## src/rtl/bru_pkg.sv

```systemverilog
// Shared constants for the branch resolve unit: opcode encodings, slot field
// widths and squash counter width.
package bru_pkg;

   localparam int OPC_W    = 4;
   localparam int SQUASH_W = 4;

   localparam logic [OPC_W-1:0] OP_BEQ = 4'b1100;
   localparam logic [OPC_W-1:0] OP_JAL = 4'b1000;
   localparam logic [OPC_W-1:0] OP_JLR = 4'b1001;

endpackage

```

## src/rtl/bru_slot_eval.sv

```systemverilog
// Per-slot branch evaluation: taken decision, target PC and link value.
// The is_beq output only exists when BRU_PERF_CNT_EN is defined.
module bru_slot_eval
   import bru_pkg::*;
#(
   parameter int DATA_W = 16
) (
   input  logic              valid,
   input  logic [OPC_W-1:0]  opcode,
   input  logic [DATA_W-1:0] pc,
   input  logic [DATA_W-1:0] imm,
   input  logic [DATA_W-1:0] ra,
   input  logic [DATA_W-1:0] rb,
   output logic              is_taken,
   output logic [DATA_W-1:0] target,
   output logic [DATA_W-1:0] link
`ifdef BRU_PERF_CNT_EN
   ,
   output logic              is_beq
`endif
);

   // Target and link wrap modulo 2^DATA_W.
   always_comb begin
      is_taken = 1'b0;
      target   = pc + imm;
      case (opcode)
         OP_BEQ:  is_taken = valid & (ra == rb);
         OP_JAL:  is_taken = valid;
         OP_JLR: begin
            is_taken = valid;
            target   = rb;
         end
         default: is_taken = 1'b0;
      endcase
   end

   assign link = pc + DATA_W'(1);

`ifdef BRU_PERF_CNT_EN
   assign is_beq = (opcode == OP_BEQ);
`endif

endmodule

```

## src/rtl/branch_resolve_unit.sv

```systemverilog
// Resolves BEQ/JAL/JLR across an ISSUE_W-wide bundle, issues a registered
// redirect and squashes wrong-path bundles. BRU_PERF_CNT_EN adds perf counters.
module branch_resolve_unit
   import bru_pkg::*;
#(
   parameter int ISSUE_W       = 2,
   parameter int DATA_W        = 16,
   parameter int SQUASH_CYCLES = 1,
   parameter int CNT_W         = 16
) (
   input  logic                        clock,
   input  logic                        reset,
   input  logic                        stall_in,
   input  logic [ISSUE_W-1:0]          valid_in,
   input  logic [OPC_W*ISSUE_W-1:0]    opcode_in,
   input  logic [DATA_W*ISSUE_W-1:0]   pc_in,
   input  logic [DATA_W*ISSUE_W-1:0]   imm_in,
   input  logic [DATA_W*ISSUE_W-1:0]   ra_in,
   input  logic [DATA_W*ISSUE_W-1:0]   rb_in,
   output logic [ISSUE_W-1:0]          valid_out,
   output logic [DATA_W*ISSUE_W-1:0]   link_out,
   output logic                        redirect_valid,
   output logic [DATA_W-1:0]           redirect_pc,
   output logic                        squash_active
`ifdef BRU_PERF_CNT_EN
   ,
   output logic [CNT_W-1:0]            taken_cnt,
   output logic [CNT_W-1:0]            nottaken_cnt
`endif
);

   logic [ISSUE_W-1:0][DATA_W-1:0] tgt;
   logic [ISSUE_W-1:0]             taken;
   logic [ISSUE_W-1:0]             keep;
   logic [DATA_W-1:0]              sel_target;
   logic                           any_taken;
   logic                           capture;
   logic [SQUASH_W-1:0]            squash_cnt;

`ifdef BRU_PERF_CNT_EN
   logic [ISSUE_W-1:0]             is_beq;
`endif

   for (genvar g = 0; g < ISSUE_W; g++) begin : g_slot
      bru_slot_eval #(.DATA_W(DATA_W)) u_slot (
         .valid    (valid_in[g]),
         .opcode   (opcode_in[OPC_W*g +: OPC_W]),
         .pc       (pc_in[DATA_W*g +: DATA_W]),
         .imm      (imm_in[DATA_W*g +: DATA_W]),
         .ra       (ra_in[DATA_W*g +: DATA_W]),
         .rb       (rb_in[DATA_W*g +: DATA_W]),
         .is_taken (taken[g]),
         .target   (tgt[g]),
         .link     (link_out[DATA_W*g +: DATA_W])
`ifdef BRU_PERF_CNT_EN
         ,
         .is_beq   (is_beq[g])
`endif
      );
   end

   // Oldest taken slot wins; every slot younger than it is dropped.
   always_comb begin
      any_taken  = 1'b0;
      sel_target = '0;
      keep       = '0;
      for (int i = 0; i < ISSUE_W; i++) begin
         keep[i] = ~any_taken;
         if (taken[i] && !any_taken) begin
            any_taken  = 1'b1;
            sel_target = tgt[i];
         end
      end
   end

   assign squash_active = (squash_cnt != '0);
   assign valid_out     = valid_in & keep & {ISSUE_W{~squash_active}};
   assign capture       = ~stall_in & ~squash_active & any_taken;

   always_ff @(posedge clock or negedge reset) begin
      if (!reset) begin
         redirect_valid <= 1'b0;
         redirect_pc    <= '0;
         squash_cnt     <= '0;
      end else if (stall_in) begin
         redirect_valid <= 1'b0;
      end else begin
         redirect_valid <= capture;
         if (capture) begin
            redirect_pc <= sel_target;
            squash_cnt  <= SQUASH_W'(SQUASH_CYCLES);
         end else if (squash_active) begin
            squash_cnt  <= squash_cnt - SQUASH_W'(1);
         end
      end
   end

`ifdef BRU_PERF_CNT_EN
   localparam int NT_W  = $clog2(ISSUE_W + 1);
   localparam int SUM_W = CNT_W + NT_W;

   logic [NT_W-1:0]  nt_count;
   logic [SUM_W-1:0] nt_sum;
   logic [CNT_W-1:0] nt_next;

   // Surviving BEQs that fell through; valid_out already folds in squash/kill.
   always_comb begin
      nt_count = '0;
      for (int i = 0; i < ISSUE_W; i++)
         if (valid_out[i] && is_beq[i] && !taken[i])
            nt_count = nt_count + NT_W'(1);
   end

   assign nt_sum  = SUM_W'(nottaken_cnt) + SUM_W'(nt_count);
   assign nt_next = (nt_sum > SUM_W'({CNT_W{1'b1}})) ? {CNT_W{1'b1}} : nt_sum[CNT_W-1:0];

   always_ff @(posedge clock or negedge reset) begin
      if (!reset) begin
         taken_cnt    <= '0;
         nottaken_cnt <= '0;
      end else if (!stall_in && !squash_active) begin
         if (capture && (taken_cnt != {CNT_W{1'b1}}))
            taken_cnt <= taken_cnt + CNT_W'(1);
         nottaken_cnt <= nt_next;
      end
   end
`endif

endmodule

```

## config.mk

```make
export PLATFORM = sky130hd
export DESIGN_NAME = branch_resolve_unit
export DESIGN_NICKNAME = d
export VERILOG_FILES = /design/src/rtl/bru_pkg.sv /design/src/rtl/bru_slot_eval.sv /design/src/rtl/branch_resolve_unit.sv
export SDC_FILE = /design/constraint.sdc
export NUM_CORES = 1
export LEC_CHECK = 0
export ABC_AREA = 0
export BUFFER_PORTS_ARGS = -buffer_cell sky130_fd_sc_hd__buf_2
export CORE_MARGIN = 5
export CORE_UTILIZATION = 47
export CTS_CLUSTER_SIZE = 16
export DETAILED_ROUTE_END_ITERATION = 6
export PLACE_DENSITY = 0.83
export SLEW_MARGIN = 10
export SYNTH_ARGS = -nofsm -noshare
export SYNTH_HDL_FRONTEND = slang
export SYNTH_SLANG_ARGS = --single-unit
```

## constraint.sdc

```tcl
create_clock -name clock -period 2.6 [get_ports clock]
set_clock_uncertainty 0.1 [all_clocks]
set_input_delay 0.39 -clock clock [delete_from_list [all_inputs] [get_ports clock]]
set_output_delay 0.39 -clock clock [all_outputs]
set_load 0.03 [all_outputs]
```

==> results.toml <==
[power]
p_int_w = 0.001140
swShare_pct = 47.32
seq_power_share_pct = 23.9
ir_worst_vdd_mv = 0.2755
comb_power_share_pct = 65.9
p_leak_nw = 2.567
fin_total_pwr_w = 0.002163
p_sw_w = 0.001024
pwr-share-clk_pct = 10.1
powerDensity_nw_per_um2 = 417.6

[worst_setup_path]
worstPathMaxFanout = 2
endpoint_kind = "flop"
required_ns = 2.68
cp.arrival_ns = 2.57
crit_path_start_kind = "input port"
criticalPathCategory = "input port to flop"

[timing]
finalHoldViolations = 0
fmax_ghz = 0.4018
period_needed_ns = 2.489
rsz0062_at_grt = "no"
slew_headroom_pct = 68.77
tns_ns = 0
final_max_slew_viol_count = 0
fin_crit_sh_pct = 95.71
worst_slack_ns = 0.1114
worst_pin_slew_ns = 0.4684
holdWs_ns = 0.2898
finalSetupViolCount = 0

[cells_and_area]
antenna_cells = 0
fill_cells = 668
nets = 893
finish.utilization_pct = 67.03
drive_above_1_share_pct = 35.10
area_delta_synth_final_pct = 38.83

[cts]
cts_buffer_depth = 2
cts_tree = "yes"
postCtsSetupBuffers = 0
clk_pin_slew_worst_paths_ns = 0.08
clock-root-buffer = "clkbuf_8"
cts_buffers = 3
clock_sinks = 21
cts_max_level = 1
clk_latency_ns = 0.26

[yosys]
yosys.area_share.adder_pct = 12.47
synth-edff-count = 0
synthCells = 487
synth_top_family_by_area = "compound AO/OA/AOI/OAI gates"
synthArstFlopShare_pct = 100.0
syn_area_um2 = 3731
ys_types = 64
synth_xor_xnor_area_share_pct = 17.37
syn_avg_cell_area_um2 = 7.661
synthMuxAreaShare_pct = 1.945
ys_seq_elements = 21
yosys.area_share.simple_pct = 24.51
synth_top_flop_cell = "dfrtp_1"
synthesis.nets = 664
ys_seq_area_share_pct = 14.08
synth-compound-area-share_pct = 27.03
yosys_warnings = 0

[floorplanning]
start_util_pct = 48.28
row_count = 32
die_width_um = 99.10
die_h_um = 99.10
dieArea_um2 = 9821
io_pins = 193
fp.coreArea_um2 = 7727

[global_route]
grt_max_degree = 22
antenna_found_initial = 0
grt_pass1_vias = 4674
overflow = 0
track_usage_pct = 26.32
grt_pass1_wl_mm = 21.51

[detailed_routing]
route.detailed.drc = 0
wire_per_inst_um = 16.57
drt_iter0_markers = 173
antenna_left = 0
dr_wl_met3_mm = 1.180
m1WireLength_mm = 5.421
viasPerCell = 5.592
route.top_layer_used = "met4"
vias = 4569
routed_wl_mm = 13.54
routed-wl-met2_mm = 6.679
first_pass_iters = 5

[placed_design]
dp_slack_ns = -0.2416
place_congestion = 0.9961
portBuffers = 192
hpwl_mm = 11.96

[status]
status = "complete, no violations"

[flow_run]
cap_viol_max_count = 0

[hold_path]
hp-class = "input port to flop"
## kinds of logic (layout without fill, tap and decap cells)
kind of cell / Yosys count / in the layout
AO/OA/AOI/OAI: 145 / 145
XOR/XNOR: 74 / 74
adder cells (fa/ha/maj): 36 / 36
buffers and inverters: 25 / 253
flip-flops: 21 / 21
multiplexers: 7 / 7
AND/OR/NAND/NOR: 179 / 179
## path summary, 6_finish.rpt
kind / startpoint / endpoint / cells after the start / slack, ns
worst max-delay path: pc_in[0] / redirect_pc[10] / 10 / 0.11
worst min-delay path: stall_in / squash_cnt[1] / 2 / 0.29
worst max register to register: squash_cnt[0] / redirect_pc[10] / 9 / 0.46
worst min register to register: redirect_pc[1] / redirect_pc[1] / 1 / 0.39
max in group asynchronous: reset / redirect_pc[8] / 2 / 1.51
min in group asynchronous: reset / squash_cnt[1] / 2 / 0.56
## per-stage QoR
stage,instances,cell area [um2]
3_3_place_gp,812,5102
3_5_place_dp,812,5102
5_1_grt,817,5180
2_1_floorplan,487,3731
4_1_cts,817,5161
6_report,817,5180
## state kept, by name, summed over array words and instances (netlist names)
| signal | flops |
|---|---|
| redirect_pc | 16 |
| squash_cnt | 4 |
| redirect_valid | 1 |
## synth_stat cells (3+ instances only)
library cell	number	share of area [%]
nor3b_1	5	1.0
o211ai_1	5	1.0
o31ai_1	5	1.0
and2_1	8	1.3
nand4_1	9	1.5
o221ai_1	7	1.6
nor2b_1	6	1.0
clkbuf_1	8	0.80
o21a_1	18	3.6
dfrtp_1	21	14
or3_1	6	1.0
a31oi_1	5	0.84
xnor2_1	46	11
nor2_1	45	4.5
inv_1	14	1.4
nor3_1	11	1.5
o21ai_0	10	1.3
o21ai_1	9	1.2
xor2_1	28	6.6
a21oi_1	32	4.3
nand2_1	37	3.7
ha_1	34	11
o32ai_1	3	0.70
nand3_1	23	3.1
a21o_1	9	1.8
nor4_1	4	0.67
and3_1	11	1.8
a211o_1	3	0.70
mux2i_1	5	1.3
o21bai_1	3	0.60
a211oi_1	15	3.0
## critical path, cell delays in order
cell      delay (ns)
buf_2           0.11
ha_1            0.22
fa_1            0.41
a211oi_2        0.28
o21bai_1        0.13
a2111o_1        0.41
a31oi_1         0.21
xnor2_1         0.14
mux2i_1         0.09
a31oi_1         0.18
## power groups by stage
stage	sequential (W)	combinational (W)	clock, W
floorplan	0.000689	0.000723	0
global placement	0.000520	0.00138	0
detailed placement	0.000526	0.00141	0
CTS	0.000518	0.00142	0.000218
global route	0.000534	0.00154	0.000235
finish	0.000517	0.00143	0.000220
## layer usage
| layer | up-vias | track usage (%) |
|---|---|---|
| li1 | 2271 | - |
| met4 | 0 | 6.933 |
| met5 | - | 0 |
| met2 | 235 | 49.64 |
| met3 | 20 | 3.366 |
| met1 | 2043 | 31.10 |
## final cells by class
cell class / count / area [um2] / area share [%]
Clock buffer: 3 / 41.29 / 0.7971
Timing Repair Buffer: 234 / 1279 / 24.69
Inverter: 15 / 56.30 / 1.087
Sequential cell: 21 / 525.5 / 10.14
Tap cell: 102 / 127.6 / 2.464
Clock inverter: 1 / 7.507 / 0.1449
Multi-Input combinational cell: 441 / 3143 / 60.68
## placed cells by master (no fill, tap or decap), types with 14 or more instances in the layout
cell type	count
nand2_1	37
buf_4	41
nor2_1	45
inv_1	14
nand3_1	23
a211oi_1	14
dfrtp_1	21
buf_2	192
a21oi_1	32
o21a_1	18
xor2_1	28
ha_1	34
xnor2_1	45
## what timing repair did
action                                  CTS  global route
hold buffers                              1             0
endpoints found under the setup margin    0             3
hold endpoints to repair                 21             0
resized for setup                         0             3
Power figures use the tool's default switching activity.
